===== src/rtl/serial_add_sequencer.sv =====
// Bit-serial sequencer for a pipelined 1-bit full adder: issues operand bits LSB-first,
// keeps a single bit in flight, and chains each captured cout into the next bit's cin.
module serial_add_sequencer #(
  parameter int WIDTH   = 8,
  parameter int LATENCY = 3
) (
  input  logic             clk,
  input  logic             rst_n,
  input  logic             start,
  input  logic [WIDTH-1:0] op_a,
  input  logic [WIDTH-1:0] op_b,
  input  logic             carry_in,
  output logic             busy,
  output logic             done,
  output logic [WIDTH-1:0] result,
  output logic             carry_out,
  output logic             fa_a,
  output logic             fa_b,
  output logic             fa_cin,
  input  logic             fa_sum,
  input  logic             fa_cout
);

  localparam int CW = (LATENCY > 1) ? $clog2(LATENCY) : 1;
  localparam int IW = (WIDTH > 1) ? $clog2(WIDTH) : 1;
  localparam logic [CW-1:0] CNT_LOAD = CW'(LATENCY - 1);
  localparam logic [IW-1:0] IDX_LAST = IW'(WIDTH - 1);

  localparam logic [2:0] ST_IDLE    = 3'd0;
  localparam logic [2:0] ST_ISSUE   = 3'd1;
  localparam logic [2:0] ST_WAIT    = 3'd2;
  localparam logic [2:0] ST_CAPTURE = 3'd3;
  localparam logic [2:0] ST_DONE    = 3'd4;

  logic [2:0]       state_q, state_d;
  logic [WIDTH-1:0] opa_q, opa_d;
  logic [WIDTH-1:0] opb_q, opb_d;
  logic [WIDTH-1:0] sum_sr_q, sum_sr_d;
  logic [WIDTH-1:0] result_q, result_d;
  logic             carry_q, carry_d;
  logic             carry_out_q, carry_out_d;
  logic [IW-1:0]    idx_q, idx_d;
  logic [CW-1:0]    cnt_q, cnt_d;
  logic [WIDTH-1:0] sum_shifted;

  // New sum bit enters at the MSB so that after WIDTH captures bit 0 sits at the LSB.
  assign sum_shifted = WIDTH'({fa_sum, sum_sr_q} >> 1);

  always_comb begin
    state_d     = state_q;
    opa_d       = opa_q;
    opb_d       = opb_q;
    sum_sr_d    = sum_sr_q;
    result_d    = result_q;
    carry_d     = carry_q;
    carry_out_d = carry_out_q;
    idx_d       = idx_q;
    cnt_d       = cnt_q;
    case (state_q)
      ST_IDLE: begin
        if (start) begin
          opa_d    = op_a;
          opb_d    = op_b;
          carry_d  = carry_in;
          idx_d    = '0;
          sum_sr_d = '0;
          state_d  = ST_ISSUE;
        end
      end
      ST_ISSUE: begin
        cnt_d   = CNT_LOAD;
        state_d = (LATENCY > 1) ? ST_WAIT : ST_CAPTURE;
      end
      ST_WAIT: begin
        cnt_d = cnt_q - CW'(1);
        if (cnt_q == CW'(1)) begin
          state_d = ST_CAPTURE;
        end
      end
      ST_CAPTURE: begin
        sum_sr_d = sum_shifted;
        carry_d  = fa_cout;
        opa_d    = opa_q >> 1;
        opb_d    = opb_q >> 1;
        if (idx_q == IDX_LAST) begin
          // Publish only the complete word; intermediate sums stay internal.
          result_d    = sum_shifted;
          carry_out_d = fa_cout;
          state_d     = ST_DONE;
        end else begin
          idx_d   = idx_q + IW'(1);
          state_d = ST_ISSUE;
        end
      end
      ST_DONE: begin
        state_d = ST_IDLE;
      end
      default: begin
        state_d = ST_IDLE;
      end
    endcase
  end

  always_ff @(posedge clk) begin
    if (!rst_n) begin
      state_q     <= ST_IDLE;
      opa_q       <= '0;
      opb_q       <= '0;
      sum_sr_q    <= '0;
      result_q    <= '0;
      carry_q     <= 1'b0;
      carry_out_q <= 1'b0;
      idx_q       <= '0;
      cnt_q       <= '0;
    end else begin
      state_q     <= state_d;
      opa_q       <= opa_d;
      opb_q       <= opb_d;
      sum_sr_q    <= sum_sr_d;
      result_q    <= result_d;
      carry_q     <= carry_d;
      carry_out_q <= carry_out_d;
      idx_q       <= idx_d;
      cnt_q       <= cnt_d;
    end
  end

  // Adder strobes are gated by ISSUE so nothing but the current bit ever enters the adder.
  assign fa_a      = (state_q == ST_ISSUE) & opa_q[0];
  assign fa_b      = (state_q == ST_ISSUE) & opb_q[0];
  assign fa_cin    = (state_q == ST_ISSUE) & carry_q;
  assign busy      = (state_q != ST_IDLE);
  assign done      = (state_q == ST_DONE);
  assign result    = result_q;
  assign carry_out = carry_out_q;

endmodule


===== config.mk =====
export PLATFORM = sky130hd
export DESIGN_NAME = serial_add_sequencer
export DESIGN_NICKNAME = d
export VERILOG_FILES = /design/src/rtl/serial_add_sequencer.sv
export SDC_FILE = /design/constraint.sdc
export NUM_CORES = 1
export LEC_CHECK = 0
export CORE_MARGIN = 1
export CORE_UTILIZATION = 43
export CTS_CLUSTER_SIZE = 28
export DETAILED_ROUTE_END_ITERATION = 6
export DONT_BUFFER_PORTS = 1
export PLACE_DENSITY = 0.63
export RECOVER_POWER = 50
export SYNTH_ARGS = -nofsm -noshare
export SYNTH_HDL_FRONTEND = slang
export SYNTH_SLANG_ARGS = --single-unit

===== constraint.sdc =====
create_clock -name clk -period 2.6 [get_ports clk]
set_input_delay 0.78 -clock clk [delete_from_list [all_inputs] [get_ports clk]]
set_output_delay 0.78 -clock clk [all_outputs]
set_load 0.01 [all_outputs]

==> flow_summary.json <==
{
  "required_ns": 1.82,
  "final_nets": 238,
  "clock.fmax_mhz": 452.8,
  "gp_congestion": 0.7186,
  "clk_pin_slew_ns": 0.08,
  "vias": 1431,
  "grt_pass1_wl_um": 6106,
  "pwr-share-comb": 0.113,
  "cts_setup_buffers": 0,
  "maxSlewViolCount": 0,
  "finalSetupViolations": 0,
  "finalCriticalPeriod_ns": 2.208,
  "syn_inst": 221,
  "htree_levels": 2,
  "p_seq_frac": 0.508,
  "rsz0062_at_grt": "no",
  "finalHoldViolCount": 0,
  "track_usage": 0.1757,
  "initial_core_util": 0.4588,
  "core-area_um2": 4115,
  "grt_pass1_vias": 1318,
  "drt-total-wl_um": 3648,
  "cts_tree": "done",
  "cts_resized": 0,
  "reg2reg_from": "state_q[1]",
  "p_leak_nw": 0.7320,
  "dr.first_iter.drc_count": 59,
  "finalClockSkew_ns": 0.001641,
  "syn_area_um2": 1888,
  "cp_top_family": "flip-flops",
  "drc": 0,
  "min_from": "opa_q[7]",
  "slew_headroom": 0.5852,
  "worstPathArrival_ns": 1.43,
  "clk_path_buf_depth": 2,
  "cpMaxStageDelayCell": "dfxtp_1",
  "ff2ff_path_depth": 4,
  "num_rows": 23,
  "crit_path_end_kind": "output pin",
  "pwr-share-clk": 0.379,
  "ff_latch_area_um2": 820.8,
  "worstHoldPathCells": 2,
  "worstHoldPathType": "flop to flop",
  "worst-path-buf-inv": 0,
  "fillers": 431,
  "grt_max_degree": 42,
  "cp_cell_sequence": "nor3_1 > and2_1",
  "tightest_slew_ns": 0.6213,
  "routed_via_density": 5.420,
  "p_switching_uw": 325.9,
  "synth.area.top_cells": "dfxtp_1 (43%), nand2_1 (13%), a21boi_0 (6.4%), o31ai_1 (6.0%), a31oi_1 (5.0%)",
  "dp.final_hpwl_um": 2388,
  "dr.pass1.iters": 4,
  "port_buffers": 0,
  "root_buffer": "clkbuf_8",
  "start_kind": "flop",
  "p_sw_frac": 0.2364,
  "synth_edf_count": 0,
  "synth_top_area_frac": 0.4347,
  "area_delta_synth_final_pct": 5.302,
  "io_pins": 36,
  "ir_drop_mv": 0.3559,
  "holdPathEnd": "opa_q[7]",
  "reg2reg_slack_ns": 0.74,
  "drive_gt1_frac": 0.07944,
  "p_per_area_nw_per_um2": 693.4,
  "cap_violations": 0,
  "antenna_found_initial": 0,
  "power.internal_mw": 1.053,
  "yosysWarnings": 0,
  "synth-seq-cells": 41,
  "status": "finished, final reports clean",
  "ys.flop_type": "dfxtp_1",
  "avgSynthCellArea_um2": 8.543,
  "fp.dieW_um": 68.27,
  "worstPathMaxFanout": 19,
  "wire_per_inst_um": 13.82,
  "die_area_um2": 4660,
  "cts.sinks": 41,
  "placedInstanceArea_um2": 1872,
  "yosysSeqAreaShare": 0.4347,
  "tns_ns": 0,
  "reg2reg_to": "opb_q[4]",
  "ant_nets": 0,
  "cts_hold_buf": 0,
  "cts_buffers": 5,
  "synthArstFlopShare": 0,
  "fin_crit_sh": 0.8494,
  "synth_cell_types": 37,
  "critical_path_class": "flop to output pin",
  "diodes": 0,
  "multi_input_area_um2": 945.9,
  "fin_area_um2": 1988,
  "die_y_um": 68.27,
  "grt_overflow": 0,
  "synth_fp_nets": 246,
  "clk_latency_ns": 0.28,
  "max_stage_delay_ns": 0.72,
  "synth_area_leader_cell": "dfxtp_1"
}
## kinds of logic after synthesis
family / share of synthesized area
buffers and inverters: 0.06428
adder cells (fa/ha/maj): 0.01988
AND/OR/NAND/NOR: 0.2585
XOR/XNOR: 0.004640
multiplexers: 0.005964
AO/OA/AOI/OAI: 0.2121
flip-flops: 0.4347
## cell type report
type,count,area share
Clock buffer,7,0.04342
Inverter,2,0.003776
Clock inverter,1,0.01510
Multi-Input combinational cell,160,0.4758
Sequential cell,41,0.4128
Timing Repair Buffer,3,0.01762
Tap cell,50,0.03147
## flip-flops by register name, indices dropped and copies added (netlist names)
signal	count
carry_out	1
carry_q	1
cnt_q	2
idx_q	3
opa_q	8
opb_q	8
result	8
state_q	3
sum_sr_q	7
## placed cells by master, fill, tap and decap left out, types with 2 or more instances in the layout
cell,netlist,final
buf_4,1,2
nand3_1,9,9
dfxtp_1,41,41
a21boi_0,16,16
nand2_1,63,63
clkbuf_8,0,6
o21ai_0,4,4
and2_1,4,3
inv_1,2,2
a21oi_1,8,8
a31oi_1,15,15
ha_1,3,3
nand2b_1,3,3
o31ai_1,15,15
## worst max-delay path by stage
stage                     cells past startpoint  slack [ns]        from    to
after floorplan                               4        0.74  state_q[0]  fa_a
after CTS                                     2        0.37  state_q[1]  fa_b
after global placement                        2        0.71  state_q[1]  fa_b
after detailed placement                      2        0.69  state_q[1]  fa_b
final                                         2        0.39  state_q[1]  fa_b
after global routing                          2        0.29  state_q[1]  fa_b
## cell usage after synthesis, drive strengths merged, types with 2 or more instances
cell type / n
and2: 4
nand2: 64
dfxtp: 41
a21oi: 8
nand3b: 2
or3b: 2
inv: 2
a21boi: 16
nand3: 9
ha: 3
o31ai: 15
clkbuf: 5
o21ai: 4
buf: 13
a31oi: 15
nand2b: 3
## worst min-delay path, delay by kind of cell, from the launching register on
kind / cells / cell delay [ns]
compound gates: 1 / 0.05
flops: 1 / 0.31
simple gates: 1 / 0.05
## through the flow
stage / utilization / hold WS [ns] / std cells / total power, mW / setup slack [ns]
global route: 0.4831 / 0.4889 / 264 / 1.455 / 0.2899
finish: 0.4831 / 0.4585 / 264 / 1.379 / 0.3916
global placement: 0.4548 / 0.4438 / 256 / 0.8716 / 0.7072
detailed placement: 0.4548 / 0.4513 / 256 / 0.8735 / 0.6890
CTS: 0.4831 / 0.4602 / 264 / 1.396 / 0.3680
floorplan: - / 0.4292 / 221 / 0.8640 / 0.7351
## power groups by stage
| stage | Clock (mW) | Sequential, mW | Combinational [mW] |
|---|---|---|---|
| floorplan | 0 | 0.701 | 0.163 |
| global placement | 0 | 0.714 | 0.158 |
| detailed placement | 0 | 0.715 | 0.159 |
| CTS | 0.537 | 0.700 | 0.159 |
| global route | 0.571 | 0.707 | 0.178 |
| finish | 0.523 | 0.700 | 0.156 |
## per-layer routing
layer,track usage,wire length (um)
met5,0,0
met4,0.05469,23
met3,0.04833,206
met2,0.2831,1610
met1,0.2251,1808
No activity file was read; power rests on OpenSTA's default activity.
